**config.mk**
```make
export PLATFORM = sky130hd
export DESIGN_NAME = elastic_rr_arbiter
export DESIGN_NICKNAME = d
export VERILOG_FILES = /design/src/rtl/elastic_rr_arbiter.sv
export SDC_FILE = /design/constraint.sdc
export NUM_CORES = 1
export LEC_CHECK = 0
export ABC_AREA = 1
export CAP_MARGIN = 0
export CORE_MARGIN = 1.5
export CORE_UTILIZATION = 41
export DETAILED_ROUTE_END_ITERATION = 16
export PLACE_DENSITY_LB_ADDON = 0.12
export SYNTH_ARGS = -nofsm -noshare
export SYNTH_HDL_FRONTEND = slang
export SYNTH_SLANG_ARGS = --single-unit
export TNS_END_PERCENT = 20
```
**constraint.sdc**
```tcl
create_clock -name clk -period 2.6 [get_ports clk]
set_clock_uncertainty 0.2 [all_clocks]
set_input_delay 0.52 -clock clk [delete_from_list [all_inputs] [get_ports clk]]
set_output_delay 0.52 -clock clk [all_outputs]
set_load 0.005 [all_outputs]
```
**src/rtl/elastic_rr_arbiter.sv**
```systemverilog
// Round-robin arbiter sharing one registered valid/ready output slot between N streams.
// Optional packet locking on t_last: define ELASTIC_ARB_LOCK_EN.
module elastic_rr_arbiter #(
  parameter  int N   = 3,
  parameter  int W   = 32,
  localparam int IDW = (N > 1) ? $clog2(N) : 1
) (
  input  logic             clk,
  input  logic             rst,
  input  logic [N-1:0]     t_valid,
  output logic [N-1:0]     t_ready,
  input  logic [N*W-1:0]   t_data,
  input  logic [N-1:0]     t_last,
  output logic             i_valid,
  input  logic             i_ready,
  output logic [W-1:0]     i_data,
  output logic [IDW-1:0]   i_id,
  output logic             i_last
);

  logic           r_valid;
  logic [W-1:0]   r_data;
  logic [IDW-1:0] r_id;
  logic           r_last;
  logic [IDW-1:0] r_ptr;
`ifdef ELASTIC_ARB_LOCK_EN
  logic           r_lock;
  logic [IDW-1:0] r_lock_id;
`endif

  logic           w_slot_free;
  logic           w_found;
  logic [IDW-1:0] w_winner;
  logic [IDW-1:0] w_cand;
  logic [IDW-1:0] w_next_ptr;
  logic           w_accept;
  int             w_idx;

  assign w_slot_free = ~r_valid | i_ready;

  // NOTE: every variable gets a default at the top of always_comb so no path leaves it unassigned (no latch).
  always_comb begin
    w_found  = 1'b0;
    w_winner = '0;
    w_idx    = 0;
    w_cand   = '0;
    // Descending offsets: the last hit, i.e. the one closest to ptr, wins.
    for (int i = N - 1; i >= 0; i--) begin
      w_idx = int'(r_ptr) + i;
      if (w_idx >= N) w_idx = w_idx - N;
      w_cand = IDW'(w_idx);
      if (t_valid[w_cand]) begin
        w_found  = 1'b1;
        w_winner = w_cand;
      end
    end
`ifdef ELASTIC_ARB_LOCK_EN
    if (r_lock) begin
      w_found  = t_valid[r_lock_id];
      w_winner = r_lock_id;
    end
`endif
  end

  always_comb begin
    t_ready = '0;
    if (!rst && w_slot_free && w_found) t_ready[w_winner] = 1'b1;
  end

  assign w_accept   = |(t_valid & t_ready);
  assign w_next_ptr = (w_winner == IDW'(N - 1)) ? '0 : w_winner + IDW'(1);

  // NOTE: sequential state uses non-blocking assignments so all registers update from pre-edge values.
  always_ff @(posedge clk) begin
    if (rst) begin
      r_valid   <= 1'b0;
      r_data    <= '0;
      r_id      <= '0;
      r_last    <= 1'b0;
      r_ptr     <= '0;
`ifdef ELASTIC_ARB_LOCK_EN
      r_lock    <= 1'b0;
      r_lock_id <= '0;
`endif
    end else begin
      r_valid <= w_accept | (r_valid & ~i_ready);
      if (w_accept) begin
        r_data <= t_data[int'(w_winner) * W +: W];
        r_id   <= w_winner;
        r_last <= t_last[w_winner];
`ifdef ELASTIC_ARB_LOCK_EN
        // Pointer holds for the whole packet and moves past the owner on its last beat.
        if (t_last[w_winner]) begin
          r_lock <= 1'b0;
          r_ptr  <= w_next_ptr;
        end else begin
          r_lock    <= 1'b1;
          r_lock_id <= w_winner;
        end
`else
        r_ptr <= w_next_ptr;
`endif
      end
    end
  end

  assign i_valid = r_valid;
  assign i_data  = r_data;
  assign i_id    = r_id;
  assign i_last  = r_last;

endmodule

```
Yosys cells after proc, flatten, opt, wreduce, memory -nomap -nowiden
Cells that the tools add are included.
{"block": "classes", "addsub": 6, "n_lt_le_gt_ge": 8, "eq_ne": 1, "n_shift": 1, "mux": 21, "bitwise": 6, "reduce_logical": 5}
{"op": "variable part select 96 x 8 -> 32 bit", "count": 1}
{"op": "2-to-1 mux 2 bit", "count": 7}
{"op": "< comparator 2 x 3 -> 1 bit (second input constant)", "count": 4}
{"op": "binary-select mux 1 bit (select 2 bit)", "count": 4}
{"op": "2-to-1 mux 1 bit", "count": 8}
{"op": ">= comparator 3 x 2 -> 1 bit (second input constant)", "count": 2}
{"op": "subtractor 2 bit (second input constant)", "count": 3}
{"op": "adder 2 x 1 -> 3 bit (second input constant)", "count": 1}
{"op": "adder 2 x 2 -> 3 bit (second input constant)", "count": 1}
{"op": "AND 3 bit", "count": 1}
{"op": "logical AND 1 bit", "count": 3}
{"op": "2-to-1 mux 3 bit", "count": 1}
{"op": "OR reduction 3 bit", "count": 1}
{"op": "adder 2 x 1 -> 2 bit (second input constant)", "count": 1}
{"op": "demux 1 bit (select 2 bit)", "count": 1}
{"op": "equality test 2 bit (second input constant)", "count": 1}
{"op": ">= comparator 2 x 1 -> 1 bit (second input constant)", "count": 1}
{"op": ">= comparator 2 bit (second input constant)", "count": 1}
{"op": "inverter 1 bit", "count": 2}
{"op": "OR 1 bit", "count": 2}
{"op": "AND 1 bit", "count": 1}
{"op": "zero test 1 bit", "count": 1}
{"block": "word_totals", "regBits": 38, "in_bits": 105, "output_inout_bits": 39, "word_cells": 53}

Logic depth before layout (Yosys ltp)
Gate-level depths: netlist of the first run.
{"block": "logic_depth", "word_depth": 16, "mapped_depth": 15, "mapped_depth_nobuf": 14}

Worst setup path before layout of the first run
OpenSTA, ideal clock, no wires.
{"block": "synth_path", "path_kind": "flip-flop to output port", "from": "register r_ptr[0]", "to": "output t_ready[2]", "arrival_ps": 1598, "required_ps": 1880, "slack_ps": 282, "stages_incl_launch_ff": 11, "path_buffers": 1, "cell_sequence": "dfxtp_1 inv_1 ha_1 inv_2 nand2_1 nand3_2 nand2_2 o21ai_4 inv_4 buf_6 nor2_1"}
{"block": "synth_via", "elab_chain_len": 13, "word_cells_on_any_way": 30, "cone_classes": "add/sub: 5; order compare: 5; mux: 18; reduce/logical: 2"}
{"item": "start, declared", "line": "25", "rtl": "logic [IDW-1:0] r_ptr;"}
{"item": "start signal, assigned", "line": "101", "rtl": "r_ptr <= w_next_ptr;"}
{"item": "adder 2 x 2 -> 3 bit", "line": "49", "rtl": "w_idx = int'(r_ptr) + i;"}
{"item": ">= comparator 3 x 2 -> 1 bit or subtractor 2 bit (tied branches)", "line": "50", "rtl": "if (w_idx >= N) w_idx = w_idx - N;"}
{"item": "2-to-1 mux 2 bit", "line": "50"}
{"item": "binary-select mux 1 bit (select 2 bit)", "line": "52", "rtl": "if (t_valid[w_cand]) begin"}
{"item": "2-to-1 mux 1 bit (implied by the code)", "line": "52"}
{"item": "2-to-1 mux 2 bit (3 in series)", "line": "52"}
{"item": "< comparator 2 x 3 -> 1 bit (implied by the code) or >= comparator 2 x 1 -> 1 bit (tied branches)", "line": "67", "rtl": "if (!rst && w_slot_free && w_found) t_ready[w_winner] = 1'b1;"}
{"item": "logical AND 1 bit (implied by the code)", "line": "67"}
{"item": "2-to-1 mux 1 bit (implied by the code)", "line": "67"}
{"item": "demux 1 bit (select 2 bit)", "line": "67"}
{"item": "2-to-1 mux 3 bit (*)", "line": "67"}
{"item": "end, declared", "line": "11", "rtl": "output logic [N-1:0] t_ready,"}
Mark *: on every way between the ends. The rest lies on a longest branch, timed or not. The select of a mux whose other input is x is not followed.

Final worst setup path of the first run
{"block": "layout_path", "from": "register r_ptr[0]", "to": "output t_ready[0]"}
The elaborated chain is that of the path after synthesis.

==> key figures, run 1 <==
Outcome
  – Result of the run: finished, final reports clean

Clock tree
  – H-tree depth: 2
  – CTS buffer count: 5
  – Clk buf depth: 2
  – CTS tree: done
  – Clock latency at the later pin of the worst-skew pair: 0.28 ns
  – Clock Pin Slew Worst Setup and Hold Paths: 0.07 ns
  – Clock sink count: 38
  – Root Buffer: clkbuf_8

Detailed routing
  – WL/cell: 12.0 um
  – First-pass iteration count of the detailed router: 4
  – DRT Wirelength: 8310 um
  – Initial detailed-routing violation count: 61
  – Remaining routing DRC violations: 0
  – Vias: 3227
  – DRT antenna net count: 0
  – Via/cell ratio: 4.64

Place
  – Post-place setup slack: -0.425 ns
  – DP Area: 4400 sq um
  – PortBufs: 143
  – Final GP Congestion: 0.807
  – Dpl hpwl: 5950 um
  – Post-Place Cells: 684

Floorplanning
  – FP Rows: 30
  – Top Ports: 144
  – Die area: 7530 sq um
  – Core area: 6790 sq um
  – Height of the die: 86.8 um
  – Starting Density: 0.424
  – Die width: 86.8 um

Global routing
  – Antenna violations before repair: 0
  – Vias in the first global route: 3083
  – Overall Global Routing Usage: 0.225
  – First-pass GRT wire length: 13500 um
  – Pin count of the biggest net entering global routing: 35
  – Grt ovf: 0

Power and ir drop
  – Leak: 2.29 nW
  – Pwr per Cell Area: 877 nW/um^2
  – Design Power: 4.04 mW
  – Peak supply drop: 0.914 mV

Final layout
  – Post-Layout Cell Count: 695
  – Fill cells: 613
  – Nets: 707
  – Final Util: 0.678
  – ANT cells: 0
  – Final instance area: 4600 sq um
  – Area Overhead vs Synth: 60.0%
  – Layout cells sized above 1: 0.157

Critical path
  – R2r setup slk: 0.16 ns
  – Crit path DAT: 1.84 ns
  – Crit. End Element: output pin
  – CP Max Fanout: 6
  – WP data required: 1.88 ns
  – Critical path class: reg2out
  – Worst setup SP type: register

Logic synthesis
  – Mapped cell area: 2880 sq um
  – Yosys Warn Count: 0
  – Simple-Gate Fraction of Synth Area: 0.527
  – Gate Count Post-Synth: 454
  – Mapped Avg Cell Area: 6.34 sq um
  – Post-synth cell types: 23
  – Seq/Total Area, Yosys: 0.264
  – Adder-cell share of the synthesized area: 0.0130
  – Synth Area in Compound Gates: 0.0248
  – Mapped Nets: 562
  – XOR/XNOR Fraction of Synth Area: 0
  – #FFs+latches synth: 38
  – Mux contribution to synthesized area: 0
  – Largest family of logic cells by synthesized area: simple AND/OR/NAND/NOR gates

Timing
  – Final worst-path cycle share: 0.986
  – Max Slew Vio Count: 0
  – Slew of the pin with the lowest slew margin: 0.560 ns
  – Max-Slew Margin vs Limit: 0.627
  – Final number of setup-violating endpoints: 0
  – Post-route setup slack: 0.0365 ns
  – Sum Neg Setup Slack: 0 ns
  – Post-route minimum period: 2.56 ns
  – RSZ-0062 raised after global routing: true
  – Hold_ws: 0.285 ns
  – Fmax: 0.390 GHz
  – Final hold vios: 0

Worst hold path
  – Hold Crit Class: reg2reg

Job
  – Max_cap viols: 0
[kinds of logic (layout without fill, tap and decap cells)]
group / after synthesis / count (layout)
compound gates: 9 / 9
fa+ha+maj: 3 / 3
buf+inv: 107 / 252
flops: 38 / 38
simple gates: 297 / 297
[layer usage]
metal | wire [um] | vias up | share of wire | track usage
met4 | 93 | 0 | 0.011 | 0.0630
li1 | - | 1668 | - | -
met1 | 3430 | 1457 | 0.41 | 0.235
met5 | 0 | - | 0 | 0
met3 | 558 | 11 | 0.067 | 0.0667
met2 | 4230 | 91 | 0.51 | 0.430
[final timing paths]
| path | endpoint | cells after the start | from |
|---|---|---|---|
| setup / recovery | t_ready[0] | 12 | r_ptr[0] |
| hold / removal | i_data[10] | 2 | i_data[10] |
| setup reg to reg | i_data[24] | 14 | r_ptr[0] |
| hold reg to reg | i_data[10] | 2 | i_data[10] |
[report_power, final]
part	internal, mW	switching [mW]	total [mW]
logic	1.27	1.52	2.79
clock network	0.185	0.192	0.376
registers	0.775	0.101	0.876
total	2.23	1.81	4.04
[registers in the layout, summed over array words and instances (netlist names)]
register	cells
i_data	32
i_id	2
i_last	1
i_valid	1
r_ptr	2
[critical path, stage by stage (launching register included)]
cell      delay, ns
dfxtp_2        0.34
inv_2          0.05
ha_4           0.30
inv_2          0.05
nand2_1        0.09
nand3_4        0.11
nand2_2        0.10
o21ai_4        0.06
buf_4          0.14
nor2_4         0.10
nand2_2        0.06
inv_1          0.04
clkbuf_2       0.10
[placed cells by master, fill, tap and decap left out, types with 4 or more instances in the layout]
cell type and n:
buf_4 18, clkbuf_8 5, clkdlybuf4s50_1 137, dfxtp_1 36
inv_1 73, inv_2 5, nand2_1 105, nand2_2 5
nand3_1 41, nand3_2 31, nand3b_1 30, nor2_1 73
nor2_2 4
[cells in the mapped netlist]
| cell type | count | area share |
|---|---|---|
| nand4_2 | 1 | 0.0043 |
| o21ai_0 | 2 | 0.0035 |
| buf_4 | 2 | 0.0052 |
| a211oi_2 | 1 | 0.0043 |
| dfxtp_1 | 38 | 0.26 |
| buf_2 | 11 | 0.019 |
| buf_6 | 9 | 0.035 |
| ha_1 | 3 | 0.013 |
| o21ai_2 | 2 | 0.0061 |
| clkbuf_1 | 4 | 0.0052 |
| o21ai_4 | 1 | 0.0057 |
| nand2_4 | 2 | 0.0078 |
| nor2_1 | 77 | 0.10 |
| nand2_2 | 3 | 0.0065 |
| nand3_2 | 32 | 0.11 |
| inv_2 | 4 | 0.0052 |
| nor2_2 | 1 | 0.0022 |
| nand3_1 | 43 | 0.075 |
| inv_1 | 76 | 0.099 |
| nand2_1 | 108 | 0.14 |
| inv_4 | 1 | 0.0022 |
| nand3b_1 | 30 | 0.078 |
| a21oi_1 | 3 | 0.0052 |
[repair_timing]
item | 4_1_cts | 5_1_grt
pin swaps | 9 | 9
cloned | 0 | 0
hold buffers | 0 | 0
setup endpoints to repair | 3 | 3
resized for setup | 31 | 12
buffers inserted | 3 | 1
[area by class of cell]
class,instances,area [sq um],share of cell area
Clock buffer,7,76.3,0.0166
Inverter,81,312,0.0677
Multi-Input combinational cell,309,1730,0.376
Sequential cell,38,766,0.166
Tap cell,96,120,0.0261
Timing Repair Buffer,164,1600,0.347
(Power assumes the default switching activity.)
==> run 2: changes to the inputs <==
--- a/config.mk
+++ b/config.mk
@@ -10,7 +10,9 @@
 export CORE_MARGIN = 1.5
 export CORE_UTILIZATION = 41
 export DETAILED_ROUTE_END_ITERATION = 16
+export HOLD_SLACK_MARGIN = 0.15
 export PLACE_DENSITY_LB_ADDON = 0.12
+export SKIP_LAST_GASP = 1
 export SYNTH_ARGS = -nofsm -noshare
 export SYNTH_HDL_FRONTEND = slang
 export SYNTH_SLANG_ARGS = --single-unit
==> key figures, run 2 (synthesis gave the netlist of run 1 again) <==
Outcome
  – Result of the run: finished, final reports clean

Global routing
  – Overall Global Routing Usage: 0.225
  – Grt ovf: 0
  – First-pass GRT wire length: 13500 um
  – Pin count of the biggest net entering global routing: 35
  – Antenna violations before repair: 0
  – Vias in the first global route: 3077

Final layout
  – ANT cells: 0
  – Commonest non-fill, non-tap cell in the layout: clkdlybuf4s50_1
  – Most frequent cells in the layout: clkdlybuf4s50_1, nand2_1, nor2_1, inv_1, nand3_1
  – Nets: 709
  – Layout cells sized above 1: 0.156
  – Max reg flops: 32
  – Final instance area: 4600 sq um
  – Area Overhead vs Synth: 60.0%

Timing
  – Sum Neg Setup Slack: 0 ns
  – Final worst-path cycle share: 0.990
  – Fmax: 0.388 GHz
  – Max-Slew Margin vs Limit: 0.633
  – Final hold vios: 0
  – Post-route minimum period: 2.57 ns
  – Max Slew Vio Count: 0
  – Slew of the pin with the lowest slew margin: 0.551 ns
  – Hold_ws: 0.285 ns
  – RSZ-0062 raised after global routing: true
  – Final number of setup-violating endpoints: 0

Job
  – Max_cap viols: 0

Place
  – Dpl hpwl: 5950 um
  – PortBufs: 143
  – DP Area: 4400 sq um
  – Final GP Congestion: 0.807

Clock tree
  – H-tree depth: 2
  – Clock latency at the later pin of the worst-skew pair: 0.28 ns
  – Clock sink count: 38
  – Clk buf depth: 2
  – CTS Hold Buffers Added: 0
  – CTS tree: done
  – CTS buffer count: 5
  – Clock Pin Slew Worst Setup and Hold Paths: 0.07 ns
  – Root Buffer: clkbuf_8

Critical path
  – Origin of the critical flop-to-flop path: r_ptr[0]
  – WP data required: 1.88 ns
  – FF-to-FF path depth: 14
  – R2R Path End: i_data[24]
  – R2r setup slk: 0.14 ns
  – Worst setup SP type: register
  – Critical path class: reg2out
  – Crit path DAT: 1.85 ns
  – Crit. End Element: output pin
  – CP Max Fanout: 4

Detailed routing
  – First-pass iteration count of the detailed router: 4
  – Vias: 3225
  – WL/cell: 11.9 um
  – DRT antenna net count: 0
  – DRT Wirelength: 8330 um
  – Via/cell ratio: 4.63
  – Remaining routing DRC violations: 0
  – Initial detailed-routing violation count: 46

Power and ir drop
  – Leak: 2.30 nW
  – Peak supply drop: 0.921 mV
  – Pwr per Cell Area: 878 nW/um^2
  – Design Power: 4.04 mW

Worst hold path
  – Hold Crit Class: reg2reg
  – Hold path cells: 2
  – Critical hold path startpoint: i_data[10]
  – Sink of the worst hold path: i_data[10]

Floorplanning
  – Core area: 6790 sq um
  – Starting Density: 0.424
  – FP Rows: 30
  – Top Ports: 144
  – Die area: 7530 sq um
  – Die width: 86.8 um
  – Height of the die: 86.8 um
run 2: cell types whose count changed in the layout (fill, tap and decap cells not counted), sizes merged:
cell,before,now
buf,22,23
clkbuf,9,10
run 2: area by class of cell:
cell class,instances,area [sq um]
multi-input combinational,309,1730
timing repair buffer,166,1610
sequential,38,766
clock buffer,7,76.3
fill,617,2190
inverter,81,307
tap,96,120
run 2: worst max-delay path by stage:
stage,endpoint,start,slack [ns]
after detailed placement,t_ready[0],t_valid[2],-0.43
final,t_ready[0],r_ptr[0],0.03
after CTS,t_ready[2],r_ptr[0],-0.16
after global routing,t_ready[2],r_ptr[0],-0.06
after floorplan,t_ready[2],r_ptr[0],0.28
after global placement,t_ready[0],t_valid[2],-0.35
run 2: routing by layer:
layer | vias to the layer above | track usage | share of wire
li1 | 1672 | - | -
met1 | 1449 | 0.235 | 0.41
met2 | 93 | 0.431 | 0.51
met3 | 11 | 0.0676 | 0.071
met4 | 0 | 0.0616 | 0.011
met5 | - | 0 | 0
run 2: repair_timing:
| action | 4_1_cts | 5_1_grt |
|---|---|---|
| pin swaps | 8 | 8 |
| resized for setup | 24 | 13 |
| endpoints found under the setup margin | 3 | 4 |
| setup buffers | 3 | 3 |
run 2: power by group:
part           total [mW]  switching, mW  internal, mW
Clock               0.377          0.193         0.185
Combinational        2.79           1.52          1.27
Sequential          0.875         0.0996         0.775
Total                4.04           1.81          2.23
run 2: critical path: stages (launching register included):
cell and delay (ns):
dfxtp_2 0.35, inv_2 0.05, buf_4 0.13, ha_4 0.17
inv_2 0.08, nor2_1 0.05, nor2_2 0.17, nor2_2 0.07
nand4_4 0.08, nand2_4 0.08, nor2_4 0.14, nand2_2 0.06
inv_1 0.05, clkbuf_2 0.10
run 2: metrics by stage:
stage	worst slack, ns	std cells	utilization
after detailed placement	-0.425	684	0.647
after global routing	-0.0631	697	0.678
final	0.0255	697	0.678
after floorplan	0.282	454	-
after global placement	-0.348	684	0.647
after CTS	-0.162	694	0.672
==> run 3: changes to the inputs <==
--- a/config.mk
+++ b/config.mk
@@ -12,6 +12,7 @@
 export DETAILED_ROUTE_END_ITERATION = 16
 export HOLD_SLACK_MARGIN = 0.15
 export PLACE_DENSITY_LB_ADDON = 0.12
+export REMOVE_ABC_BUFFERS = 1
 export SKIP_LAST_GASP = 1
 export SYNTH_ARGS = -nofsm -noshare
 export SYNTH_HDL_FRONTEND = slang
==> key figures, run 3 (synthesis gave the netlist of run 1 again) <==
Outcome
  – Result of the run: finished, final reports clean

Detailed routing
  – WL/cell: 12.3 um
  – Via/cell ratio: 4.66
  – First-pass iteration count of the detailed router: 5
  – DRT Wirelength: 8610 um
  – Vias: 3263
  – Remaining routing DRC violations: 0
  – DRT antenna net count: 0
  – Initial detailed-routing violation count: 84

Global routing
  – Pin count of the biggest net entering global routing: 35
  – Grt ovf: 0
  – Antenna violations before repair: 0
  – Overall Global Routing Usage: 0.229
  – Vias in the first global route: 2987
  – First-pass GRT wire length: 13700 um

Floorplanning
  – Starting Density: 0.424
  – FP Rows: 30
  – Top Ports: 144
  – Die area: 7530 sq um
  – Core area: 6790 sq um
  – Die width: 86.8 um
  – Height of the die: 86.8 um

Critical path
  – Origin of the critical flop-to-flop path: r_ptr[1]
  – Critical Path Source: r_ptr[1]
  – Crit. End Element: output pin
  – Crit path largest cell delay: 0.37 ns
  – R2r setup slk: 0.18 ns
  – WP data required: 1.88 ns
  – Worst path slowest cell: dfxtp_4
  – Critical path class: reg2out
  – Crit path DAT: 1.86 ns
  – Setup crit end: t_ready[2]
  – FF-to-FF path depth: 17
  – CP Max Fanout: 5
  – Worst setup SP type: register
  – R2R Path End: i_data[31]
  – Critical-path cell list: inv_2 > ha_4 > inv_4 > nand2_2 > nand3_4 > buf_4 > nand4_4 > nand2_4 > buf_6 > nor2_1 > clkdlybuf4s15_1

Timing
  – Final hold vios: 0
  – RSZ-0062 raised after global routing: true
  – Post-route minimum period: 2.58 ns
  – Slew of the pin with the lowest slew margin: 0.568 ns
  – Max Slew Vio Count: 0
  – Fmax: 0.387 GHz
  – Sum Neg Setup Slack: 0 ns
  – Final number of setup-violating endpoints: 0
  – Final worst-path cycle share: 0.994
  – Max-Slew Margin vs Limit: 0.622
  – Post-route setup slack: 0.0166 ns

Final layout
  – Nets: 711
  – FF+latch area: 766 sq um
  – ANT cells: 0
  – Final Util: 0.686
  – Fill cells: 606
  – Layout cells sized above 1: 0.167
  – Post-Layout Cell Count: 700
  – Commonest non-fill, non-tap cell in the layout: clkdlybuf4s50_1
  – Area occupied by multi-input gates: 1740 sq um
  – Max reg flops: 32
  – Area Overhead vs Synth: 61.9%
  – Most frequent cells in the layout: clkdlybuf4s50_1, nand2_1, inv_1, nor2_1, nand3_1

Power and ir drop
  – Design Power: 4.14 mW
  – Leak: 2.32 nW
  – Pwr per Cell Area: 888 nW/um^2
  – Peak supply drop: 0.432 mV

Clock tree
  – CTS buffer count: 5
  – Clock latency at the later pin of the worst-skew pair: 0.29 ns
  – Clk buf depth: 2
  – CTS tree: done
  – Clock sink count: 38
  – Clock Pin Slew Worst Setup and Hold Paths: 0.08 ns
  – Root Buffer: clkbuf_8
  – H-tree depth: 2

Job
  – Max_cap viols: 0

Place
  – Final GP Congestion: 0.836
  – Post-Place Cells: 685
  – Post-place setup slack: -0.368 ns
  – PortBufs: 143
  – Dpl hpwl: 6050 um

Worst hold path
  – Hold Crit Class: reg2reg
## run 3: cell type report
class,count,share of cell area
sequential,38,0.164
inverter,81,0.0669
multi-input combinational,309,0.373
clock inverter,1,0.00107
clock buffer,7,0.0185
tap,96,0.0258
timing repair buffer,168,0.351
## run 3: metal layers
layer	wire length, um	GRT usage
met2	4180	0.405
met1	3620	0.267
met4	150	0.0689
met5	0	0
met3	656	0.0638
## run 3: what timing repair did
action | 4_1_cts | 5_1_grt
setup endpoints to repair | 3 | 3
hold buffers | 0 | 0
pin swaps | 10 | 9
gates resized for setup | 27 | 17
setup buffers | 4 | 3
## run 3: worst min-delay path by stage
stage,startpoint,to,slack [ns],cells past startpoint
3_5_place_dp,i_data[24],i_data[24],0.27,2
5_1_grt,i_data[24],i_data[24],0.31,2
2_1_floorplan,r_ptr[0],r_ptr[0],0.26,2
4_1_cts,i_data[24],i_data[24],0.29,2
6_report,i_data[24],i_data[24],0.29,2
3_3_place_gp,i_data[27],i_data[27],0.27,2
## run 3: worst max-delay path, delay by kind of cell (launching register included)
family                     cells  cell delay [ns]
buffers and inverters          5             0.62
and+or+nand+nor                5             0.40
DFF                            1             0.37
adders and majority gates      1             0.18
## run 3: power by group
group          internal [mW]  total, mW  leakage (nW)  switching, mW
Sequential             0.775      0.869         0.316         0.0945
Combinational           1.29       2.85          1.95           1.56
Clock                  0.214      0.419        0.0482          0.205
Total                   2.28       4.14          2.32           1.86
## run 3: metrics by stage
stage                     instance area, sq um  hold WS (ns)
after floorplan                           2690         0.255
after global placement                    4400         0.268
after detailed placement                  4400         0.273
after CTS                                 4590         0.292
after global routing                      4660         0.315
final                                     4660         0.291
